$ cat src/rtl/debouncer_if.sv
// Bundles the per-channel debouncer signals: noisy inputs in, qualified levels and busy flags out.
// The master drives raw; the debouncer (slave) drives clean and busy.
interface debouncer_if #(
    parameter int N = 2
);
    logic [N-1:0] raw;
    logic [N-1:0] clean;
    logic [N-1:0] busy;

    modport master (output raw, input clean, input busy);
    modport slave  (input raw, output clean, output busy);
endinterface

$ cat src/rtl/debouncer.sv
// N-channel switch debouncer: 2-flop synchronizer, then a per-channel FSM that only moves
// clean after STABLE_CYCLES consecutive observations of the opposite level.
module debouncer #(
    parameter int N             = 2,
    parameter int STABLE_CYCLES = 4,
    parameter int CNT_W         = 16
) (
    input  logic        clk,
    input  logic        rst,
    debouncer_if.slave  bus
);

    typedef enum logic [1:0] {
        ST_STABLE_LOW,
        ST_WAIT_HIGH,
        ST_STABLE_HIGH,
        ST_WAIT_LOW
    } state_t;

    localparam logic [CNT_W-1:0] LAST_CNT = CNT_W'(STABLE_CYCLES - 1);
    localparam logic [CNT_W-1:0] ONE_CNT  = CNT_W'(1);

    for (genvar gi = 0; gi < N; gi++) begin : g_ch
        logic             r_sync1;
        logic             r_sync2;
        state_t           r_state;
        state_t           w_state_next;
        logic [CNT_W-1:0] r_cnt;
        logic [CNT_W-1:0] w_cnt_next;
        logic             r_clean;
        logic             w_clean_next;
        logic             r_busy;
        logic             w_busy_next;

        always_ff @(posedge clk or posedge rst) begin
            if (rst) begin
                r_sync1 <= 1'b0;
                r_sync2 <= 1'b0;
            end else begin
                r_sync1 <= bus.raw[gi];
                r_sync2 <= r_sync1;
            end
        end

        always_ff @(posedge clk or posedge rst) begin
            if (rst) begin
                r_state <= ST_STABLE_LOW;
                r_cnt   <= '0;
                r_clean <= 1'b0;
                r_busy  <= 1'b0;
            end else begin
                r_state <= w_state_next;
                r_cnt   <= w_cnt_next;
                r_clean <= w_clean_next;
                r_busy  <= w_busy_next;
            end
        end

        // The counter is zero everywhere except while a candidate level is being qualified.
        always_comb begin
            w_state_next = r_state;
            w_cnt_next   = '0;
            case (r_state)
                ST_STABLE_LOW: begin
                    if (r_sync2) begin
                        if (STABLE_CYCLES == 1) begin
                            w_state_next = ST_STABLE_HIGH;
                        end else begin
                            w_state_next = ST_WAIT_HIGH;
                            w_cnt_next   = ONE_CNT;
                        end
                    end
                end
                ST_WAIT_HIGH: begin
                    if (!r_sync2) begin
                        w_state_next = ST_STABLE_LOW;
                    end else if (r_cnt == LAST_CNT) begin
                        w_state_next = ST_STABLE_HIGH;
                    end else begin
                        w_cnt_next = r_cnt + ONE_CNT;
                    end
                end
                ST_STABLE_HIGH: begin
                    if (!r_sync2) begin
                        if (STABLE_CYCLES == 1) begin
                            w_state_next = ST_STABLE_LOW;
                        end else begin
                            w_state_next = ST_WAIT_LOW;
                            w_cnt_next   = ONE_CNT;
                        end
                    end
                end
                ST_WAIT_LOW: begin
                    if (r_sync2) begin
                        w_state_next = ST_STABLE_HIGH;
                    end else if (r_cnt == LAST_CNT) begin
                        w_state_next = ST_STABLE_LOW;
                    end else begin
                        w_cnt_next = r_cnt + ONE_CNT;
                    end
                end
                default: begin
                    w_state_next = ST_STABLE_LOW;
                end
            endcase

            w_clean_next = (w_state_next == ST_STABLE_HIGH) || (w_state_next == ST_WAIT_LOW);
            w_busy_next  = (w_state_next == ST_WAIT_HIGH)   || (w_state_next == ST_WAIT_LOW);
        end

        assign bus.clean[gi] = r_clean;
        assign bus.busy[gi]  = r_busy;
    end

endmodule

$ cat src/flat_wrapper.sv
// flat-port wrapper written by rule: the top's interface ports become plain ports
module debouncer_flat 
#(
    parameter int N             = 2,
    parameter int STABLE_CYCLES = 4,
    parameter int CNT_W         = 16
)
  (clk, rst, bus_raw, bus_clean, bus_busy);
  debouncer_if #(.N(N)) bus_i ();
  input  logic clk;
  input  logic rst;
  input wire logic [$bits(bus_i.raw)-1:0] bus_raw;
  output wire logic [$bits(bus_i.clean)-1:0] bus_clean;
  output wire logic [$bits(bus_i.busy)-1:0] bus_busy;
  assign bus_i.raw = bus_raw;
  assign bus_clean = bus_i.clean;
  assign bus_busy = bus_i.busy;
  debouncer #(.N(N), .STABLE_CYCLES(STABLE_CYCLES), .CNT_W(CNT_W)) u_core (.clk(clk), .rst(rst), .bus(bus_i));
endmodule
$ cat config.mk
export PLATFORM = sky130hd
export DESIGN_NAME = debouncer_flat
export DESIGN_NICKNAME = d
export VERILOG_FILES = /design/src/rtl/debouncer_if.sv /design/src/rtl/debouncer.sv /design/src/flat_wrapper.sv
export SDC_FILE = /design/constraint.sdc
export NUM_CORES = 1
export LEC_CHECK = 0
export ABC_AREA = 1
export ABC_CLOCK_PERIOD_IN_PS = 1700
export BUFFER_PORTS_ARGS = -buffer_cell sky130_fd_sc_hd__buf_2
export CAP_MARGIN = 10
export CORE_MARGIN = 4
export CORE_UTILIZATION = 61
export CTS_CLUSTER_DIAMETER = 40
export DETAILED_ROUTE_END_ITERATION = 16
export PLACE_DENSITY = 0.79
export SLEW_MARGIN = 20
export SYNTH_ARGS = -nofsm -noshare
export SYNTH_HDL_FRONTEND = slang
export SYNTH_SLANG_ARGS = --single-unit
$ cat constraint.sdc
create_clock -name clk -period 1.7 [get_ports clk]
set_clock_uncertainty 0.1 [all_clocks]
set_input_delay 0.34 -clock clk [delete_from_list [all_inputs] [get_ports clk]]
set_output_delay 0.34 -clock clk [all_outputs]
set_load 0.05 [all_outputs]
==> flow_metrics.env, run 1 <==
export IMPL_run_status="finished, final reports clean"
export IMPL_cts_clk_slew_worst_paths_ns=0.14
export IMPL_tritoncts="done"
export IMPL_grt_overflow_total=0
export IMPL_synth_most_common_cell="sky130_fd_sc_hd__nand2_1"
export IMPL_i_o_pin_cnt=8
export IMPL_finalWeightedCongestion=0.892
export IMPL_initialDrtViolationCount=109
export IMPL_synth_top_area_cell="sky130_fd_sc_hd__dfrtp_1"
export IMPL_chipHeight_um=67.5
export IMPL_pwr_density_cell_nw_per_um2=1110
export IMPL_drtPass1Iterations=4
export IMPL_worst_path_largest_cell_delay_ns=0.41
export IMPL_fin_crit_sh_pct=92.6
export IMPL_grt_total_usage_pct=20.1
export IMPL_clock_tree_htree_level_count=2
export IMPL_setup_worst_path_end_class="flop"
export IMPL_final_layout_size_suffix_gt1_share_pct=10.8
export IMPL_cp_start_kind="flop"
export IMPL_yosys_area_top_type_share_pct=48.8
export IMPL_critical_path_reg2reg_startpoint="u_core.g_ch[1].r_cnt[0]"
export IMPL_number_of_placed_instances_with_taps_included=331
export IMPL_placed_cell_area_um2=2230
export IMPL_core_rowCount=21
export IMPL_cpLargestDelayFamily="simple AND/OR/NAND/NOR gates"
export IMPL_tns_ns=0
export IMPL_clk_insertion_delay_late_ns=0.36
export IMPL_detailroute_via_count=1634
export IMPL_cellLeakagePower_nw=1.09
export IMPL_whs_path_depth=0
export IMPL_antenna_violations_before_repair=0
export IMPL_synth_commonest_cells="65 x sky130_fd_sc_hd__nand2_1, 63 x sky130_fd_sc_hd__nor2_1, 42 x sky130_fd_sc_hd__dfrtp_1"
export IMPL_vdd_ir_drop_max_mv=1.02
export IMPL_port_buffers=7
export IMPL_routedWlPerCell_um=11.1
export IMPL_layoutNonFillerInstCount=342
export IMPL_post_synth_edffs=0
export IMPL_drt_wl_total_mm=3.80
export IMPL_clk_root_buffer_cell="sky130_fd_sc_hd__clkbuf_4"
export IMPL_cts_buffers_inserted=5
export IMPL_worstHoldPathType="flop to flop"
export IMPL_finalHoldViolCount=0
export IMPL_yosys_warnings=0
export IMPL_multiInputGateArea_um2=927
export IMPL_max_freq_mhz=635
export IMPL_worstPathBufferInverterCount=1
export IMPL_grt_start_max_net_pins=43
export IMPL_post_route_cell_area_um2=2350
export IMPL_yosys_register_bits=42
export IMPL_syn_area_um2=2160
export IMPL_worst_slew_pin_transition_ns=0.509
export IMPL_fp_dieArea_um2=4550
export IMPL_finalMaxSlewViolations=0
export IMPL_yosys_most_used_dff="sky130_fd_sc_hd__dfrtp_1"
export IMPL_critPathLaunch="u_core.g_ch[1].r_cnt[0]"
export IMPL_rsz_0062_raised_after_global_routing="yes"
export IMPL_part_of_the_yosys_area_used_for_sequential_elements_pct=48.8
export IMPL_antenna_left=0
export IMPL_maxSlewHeadroom_pct=66.1
export IMPL_maxCapViolations=0
export IMPL_synth_cell_types=23
export IMPL_netlist_instances=281
export IMPL_finalNetCount=301
export IMPL_cp_cell_sequence="ha_1 -> inv_1 -> nor2_1 -> nand2_1 -> nor2_1 -> nand2_1 -> nand2_2 -> nor2_1"
export IMPL_worst_reg2reg_setup_slack_ns=0.13
export IMPL_grt_met1_usage_pct=24.5
export IMPL_synthTopCellsByArea="sky130_fd_sc_hd__dfrtp_1 49%, sky130_fd_sc_hd__nand2_1 11%, sky130_fd_sc_hd__nor2_1 11%, sky130_fd_sc_hd__inv_1 7.1%, sky130_fd_sc_hd__xor2_1 4.1%"
export IMPL_dieWidth_um=67.5
export IMPL_cp_max_fo=9
export IMPL_post_layout_total_power_mw=2.61
export IMPL_grt_use_met3_pct=5.66
export IMPL_syn_num_nets=287
export IMPL_data_arrival_time_of_the_worst_path_ns=1.73
export IMPL_fillerInstances=301
export IMPL_synthesis_area_per_instance_um2=7.67
export IMPL_antennaDiodeCount=0
export IMPL_critical_path_slowest_cell="sky130_fd_sc_hd__dfrtp_1"
export IMPL_top_usage_layer="met2"
export IMPL_syn_to_final_growth_pct=9.05
export IMPL_detail_route_drc_violations=0
export IMPL_vias_per_cell=4.78
export IMPL_worst_setup_path_endpoint="u_core.g_ch[1].r_cnt[5]"
export IMPL_sequential_cell_area_um2=1050
export IMPL_worstReg2RegEnd="u_core.g_ch[1].r_cnt[5]"
export IMPL_core_um2=3360
export IMPL_worstSetupPathType="flop to flop"
export IMPL_global_routing_usage_on_met2_pct=32.4
export IMPL_final_min_clock_period_ns=1.57
export IMPL_clock_sink_count=42
export IMPL_grt_pass1_vias=1542
export IMPL_detailed_place_hpwl_mm=2.66
export IMPL_worst_endpoint_required_ns=1.85
export IMPL_cts_max_path_buffers=2
export IMPL_cp_common_cell="sky130_fd_sc_hd__nor2_1"
export IMPL_grt_first_pass_wirelength_mm=6.65
export IMPL_fraction_of_registers_with_async_set_reset_pct=100
export IMPL_floorplan_initialDensity_pct=64.1
export IMPL_cp_num_cells=8
export IMPL_setup_viol=0
export IMPL_reg2regPathDepth=8
cell families after synthesis:
kind of cell,synth area share (%)
simple gates,31.1
buf+inv,8.82
flops,48.8
compound gates,5.69
xor+xnor,4.47
fa+ha+maj,1.16
worst reg2reg max path: cells and delay by family (launching register included):
kind / cells / cell delay (ns)
flip-flops: 1 / 0.41
adder cells (fa/ha/maj): 1 / 0.19
buffers and inverters: 1 / 0.04
AND/OR/NAND/NOR: 6 / 0.72
where the power goes:
| group | leakage, nW | switching [mW] | internal, mW |
|---|---|---|---|
| clock network | 0.0374 | 0.345 | 0.308 |
| registers | 0.562 | 0.0916 | 1.12 |
| logic | 0.491 | 0.544 | 0.195 |
per-layer routing:
metal | part of all wire, % | up-vias
met3 | 3.2 | 10
met4 | 2.8 | 0
met2 | 48 | 25
met5 | 0 | -
li1 | - | 883
met1 | 46 | 716
registers in the layout (all words and copies together) (netlist names):
signal	cells
u_core.g_ch.r_busy	1
u_core.g_ch.r_clean	2
u_core.g_ch.r_cnt	32
u_core.g_ch.r_state	3
u_core.g_ch.r_sync1	2
u_core.g_ch.r_sync2	2
layout by cell type, fill, tap and decap left out, types with 4 or more instances in the layout:
cell                       synthesis  final
sky130_fd_sc_hd__nor2_1           63     62
sky130_fd_sc_hd__o21ai_0           5      4
sky130_fd_sc_hd__xor2_1           10     10
sky130_fd_sc_hd__a21oi_1           9      9
sky130_fd_sc_hd__nor3_1            4      4
sky130_fd_sc_hd__nand3_1          16     14
sky130_fd_sc_hd__nor2_2            5      6
sky130_fd_sc_hd__inv_1            41     41
sky130_fd_sc_hd__buf_2             0      7
sky130_fd_sc_hd__dfrtp_1          42     42
sky130_fd_sc_hd__nand2_1          65     65
sky130_fd_sc_hd__clkbuf_4          0      5
repair_timing:
item | in CTS | in global routing
buffers inserted | 0 | 0
hold buffers | 3 | 0
setup endpoints to repair | 0 | 3
hold endpoints to repair | 41 | 0
gates resized for setup | 0 | 4
worst min-delay path by stage:
stage / startpoint / end
4_1_cts: u_core.g_ch[1].r_sync1 / u_core.g_ch[1].r_sync2
3_3_place_gp: u_core.g_ch[1].r_sync1 / u_core.g_ch[1].r_sync2
2_1_floorplan: u_core.g_ch[0].r_sync1 / u_core.g_ch[0].r_sync2
3_5_place_dp: u_core.g_ch[1].r_sync1 / u_core.g_ch[1].r_sync2
6_report: u_core.g_ch[0].r_sync1 / u_core.g_ch[0].r_sync2
5_1_grt: u_core.g_ch[1].r_sync1 / u_core.g_ch[1].r_sync2
area by class of cell:
cell class	instances	share of cell area [%]
repair buffers	11	3.09
flip-flops and latches	42	44.7
multi-input cells	193	39.4
clock inverters	3	1.92
inverters	42	6.81
clock buffers	5	1.60
well taps	46	2.45
metrics by stage:
stage          utilization, %  setup WS [ns]  hold slack (ns)
6_report                 69.9          0.126            0.266
5_1_grt                  69.9        -0.0193            0.282
4_1_cts                  69.5          0.137            0.270
3_5_place_dp             66.2          0.171            0.239
3_3_place_gp             66.2          0.214            0.236
2_1_floorplan               -          0.286            0.231
Power figures use the tool's default switching activity.
==> run 2, diff against run 1 <==
--- a/config.mk
+++ b/config.mk
@@ -6,13 +6,13 @@
 export NUM_CORES = 1
 export LEC_CHECK = 0
-export ABC_AREA = 1
 export ABC_CLOCK_PERIOD_IN_PS = 1700
 export BUFFER_PORTS_ARGS = -buffer_cell sky130_fd_sc_hd__buf_2
 export CAP_MARGIN = 10
 export CORE_MARGIN = 4
-export CORE_UTILIZATION = 61
+export CORE_UTILIZATION = 60
 export CTS_CLUSTER_DIAMETER = 40
 export DETAILED_ROUTE_END_ITERATION = 16
-export PLACE_DENSITY = 0.79
+export GPL_ROUTABILITY_DRIVEN = 1
+export PLACE_DENSITY = 0.78
 export SLEW_MARGIN = 20
 export SYNTH_ARGS = -nofsm -noshare
==> constraint.sdc (replaced) <==
create_clock -name clk -period 1.7 [get_ports clk]
set_clock_uncertainty 0.1 [all_clocks]
set_input_delay 0.425 -clock clk [delete_from_list [all_inputs] [get_ports clk]]
set_output_delay 0.425 -clock clk [all_outputs]
set_load 0.05 [all_outputs]
==> flow_metrics.env, run 2 <==
export IMPL_run_status="complete, but fails checks"
export IMPL_violated_checks="setup timing"
export IMPL_dieWidth_um=64.8
export IMPL_clk_root_buffer_cell="sky130_fd_sc_hd__clkbuf_4"
export IMPL_rsz_0062_raised_after_global_routing="yes"
export IMPL_tritoncts="done"
export IMPL_vdd_ir_drop_max_mv=1.23
export IMPL_yosys_area_top_type_share_pct=54.4
export IMPL_routedWlPerCell_um=18.4
export IMPL_synth_commonest_cells="42 x sky130_fd_sc_hd__dfrtp_1, 34 x sky130_fd_sc_hd__nor2_1, 23 x sky130_fd_sc_hd__xnor2_1"
export IMPL_drtPass1Iterations=4
export IMPL_data_arrival_time_of_the_worst_path_ns=1.97
export IMPL_synth_top_area_cell="sky130_fd_sc_hd__dfrtp_1"
export IMPL_fin_crit_sh_pct=105
export IMPL_final_min_clock_period_ns=1.78
export IMPL_worstSetupPathType="flop to flop"
export IMPL_cp_cell_sequence="ha_2 -> buf_4 -> nand4_1 -> nor4_1 -> xnor2_1 -> nor2_1"
export IMPL_netlist_instances=189
export IMPL_grt_start_max_net_pins=43
export IMPL_layout_cells_most_common_list="38 x sky130_fd_sc_hd__dfrtp_1, 32 x sky130_fd_sc_hd__nor2_1, 32 x sky130_fd_sc_hd__buf_4"
export IMPL_synth_most_common_cell="sky130_fd_sc_hd__dfrtp_1"
export IMPL_floorplan_initialDensity_pct=62.8
export IMPL_fillerInstances=174
export IMPL_synth_cell_types=27
export IMPL_synthesis_area_per_instance_um2=10.2
export IMPL_drt_wl_total_mm=5.13
export IMPL_final_hold_worst_slack_ns=0.0323
export IMPL_vias_per_cell=5.84
export IMPL_worst_endpoint_required_ns=1.89
export IMPL_detailed_place_hpwl_mm=2.77
export IMPL_part_of_the_yosys_area_used_for_sequential_elements_pct=54.4
export IMPL_core_um2=3080
export IMPL_cts_buffers_inserted=5
export IMPL_antennaDiodeCount=0
export IMPL_yosys_register_bits=42
export IMPL_chipHeight_um=64.8
export IMPL_critical_path_slowest_cell="sky130_fd_sc_hd__dfrtp_1"
export IMPL_post_synth_edffs=0
export IMPL_cpLargestDelayFamily="simple AND/OR/NAND/NOR gates"
export IMPL_final_layout_size_suffix_gt1_share_pct=34.0
export IMPL_worstPathBufferInverterCount=1
export IMPL_grt_pass1_vias=1552
export IMPL_detail_route_drc_violations=0
export IMPL_pwr_density_cell_nw_per_um2=1140
export IMPL_syn_area_um2=1930
export IMPL_number_of_placed_instances_with_taps_included=263
export IMPL_cts_clk_slew_worst_paths_ns=0.15
export IMPL_cts_max_path_buffers=2
export IMPL_setup_viol=16
export IMPL_clock_sink_count=42
export IMPL_cp_max_fo=3
export IMPL_cellLeakagePower_nw=1.04
export IMPL_tns_ns=-0.502
export IMPL_reg_largest_list="u_core.g_ch.r_cnt x32, u_core.g_ch.r_state x3"
export IMPL_layoutNonFillerInstCount=279
export IMPL_finalNetCount=240
export IMPL_i_o_pin_cnt=8
export IMPL_fraction_of_registers_with_async_set_reset_pct=100
export IMPL_maxCapViolations=0
export IMPL_maxSlewHeadroom_pct=65.5
export IMPL_fin_ws_ns=-0.0805
export IMPL_clk_insertion_delay_late_ns=0.39
export IMPL_finalMaxSlewViolations=0
export IMPL_max_freq_mhz=562
export IMPL_yosys_most_used_dff="sky130_fd_sc_hd__dfrtp_1"
export IMPL_syn_num_nets=195
export IMPL_largest_reg_flops=32
export IMPL_fp_dieArea_um2=4190
export IMPL_finalHoldViolCount=0
export IMPL_antenna_violations_before_repair=0
export IMPL_syn_to_final_growth_pct=28.3
export IMPL_detailroute_via_count=1629
export IMPL_port_buffers=7
export IMPL_grt_first_pass_wirelength_mm=7.20
export IMPL_worstHoldPathType="input pin to asynchronous set/reset pin"
export IMPL_finalWeightedCongestion=0.884
export IMPL_cp_start_kind="flop"
export IMPL_yosys_warnings=0
export IMPL_worst_path_largest_cell_delay_ns=0.40
export IMPL_initialDrtViolationCount=128
export IMPL_worst_slew_pin_transition_ns=0.517
export IMPL_mostFrequentLayoutCell="sky130_fd_sc_hd__dfrtp_1"
export IMPL_max_flop_register="u_core.g_ch.r_cnt"
export IMPL_grt_total_usage_pct=23.1
export IMPL_synthTopCellsByArea="sky130_fd_sc_hd__dfrtp_1 54%, sky130_fd_sc_hd__xnor2_1 10%, sky130_fd_sc_hd__nor2_1 6.6%, sky130_fd_sc_hd__nor4_1 3.6%, sky130_fd_sc_hd__nand3_1 3.1%"
export IMPL_clock_tree_htree_level_count=2
export IMPL_core_rowCount=20
export IMPL_antenna_left=0
export IMPL_holdBufCountCts=0
export IMPL_setup_worst_path_end_class="flop"
export IMPL_grt_overflow_total=0
==> run 2: changes by cell type after synthesis, sizes merged, moves of 7 or more <==
cell	previous run	this run
nand4	1	8
inv	42	11
nor2	70	34
nand2	67	7
a21oi	11	2
xnor2	1	23
nor4	0	11
==> run 2: logic make-up after synthesis <==
logic type	count (synthesis)	share of synthesized area (%)
buffers and inverters	17	4.08
adder cells (fa/ha/maj)	2	1.29
multiplexers	4	2.33
AND/OR/NAND/NOR	90	23.3
AO/OA/AOI/OAI	6	1.94
flip-flops	42	54.4
XOR/XNOR	28	12.7
==> run 2: what timing repair did <==
item	4_1_cts	5_1_grt
pin swaps	4	11
buffers inserted	5	4
gates cloned	0	0
setup endpoints to repair	6	37
resized for setup	11	21
==> run 2: routing by layer <==
layer	part of all wire (%)	GRT usage, %	vias to the layer above
li1	-	-	724
met1	39	26.0	827
met3	5.4	7.45	17
met5	0	0	-
met4	3.1	9.76	0
met2	53	39.8	61
==> run 2: per-stage QoR <==
stage | util, % | worst slack (ns) | instance area (um^2) | power, mW
2_1_floorplan | - | -0.0327 | 1940 | 1.80
3_3_place_gp | 72.1 | -0.00623 | 2220 | 2.00
3_5_place_dp | 72.1 | -0.0896 | 2220 | 2.05
4_1_cts | 76.7 | -0.0141 | 2360 | 2.66
5_1_grt | 80.6 | -0.163 | 2480 | 2.95
6_report | 80.6 | -0.0805 | 2480 | 2.82
==> run 2: worst paths after layout <==
check / depth (start not counted) / from / endpoint / slack, ns
worst max-delay path: 6 / u_core.g_ch[1].r_cnt[1] / u_core.g_ch[1].r_cnt[12] / -0.08
worst min-delay path: 3 / rst / u_core.g_ch[0].r_cnt[0] / 0.03
worst max register to register: 6 / u_core.g_ch[1].r_cnt[1] / u_core.g_ch[1].r_cnt[12] / -0.08
worst min register to register: 0 / u_core.g_ch[0].r_sync1 / u_core.g_ch[0].r_sync2 / 0.28
max in group asynchronous: 3 / rst / u_core.g_ch[1].r_cnt[9] / 1.07
min in group clk: 1 / bus_raw[0] / u_core.g_ch[0].r_sync1 / 0.03
==> run 2: layout make-up <==
class / count / area, um^2 / area share [%]
sequential: 42 / 1060 / 42.6
inverter: 11 / 41.3 / 1.66
timing repair buffer: 44 / 340 / 13.7
clock buffer: 5 / 37.5 / 1.51
multi-input combinational: 130 / 922 / 37.2
clock inverter: 3 / 28.8 / 1.16
tap: 44 / 55.1 / 2.22
==> run 2: worst reg2reg max path: stages, from the launching register on <==
cell                      delay [ns]
sky130_fd_sc_hd__dfrtp_1        0.40
sky130_fd_sc_hd__ha_2           0.22
sky130_fd_sc_hd__buf_4          0.13
sky130_fd_sc_hd__nand4_1        0.16
sky130_fd_sc_hd__nor4_1         0.41
sky130_fd_sc_hd__xnor2_1        0.19
sky130_fd_sc_hd__nor2_1         0.07
==> run 2: where the power goes <==
group | total (mW) | internal, mW | switching [mW]
registers | 1.24 | 1.12 | 0.115
clock network | 0.568 | 0.180 | 0.388
logic | 1.02 | 0.422 | 0.595
total | 2.82 | 1.73 | 1.10
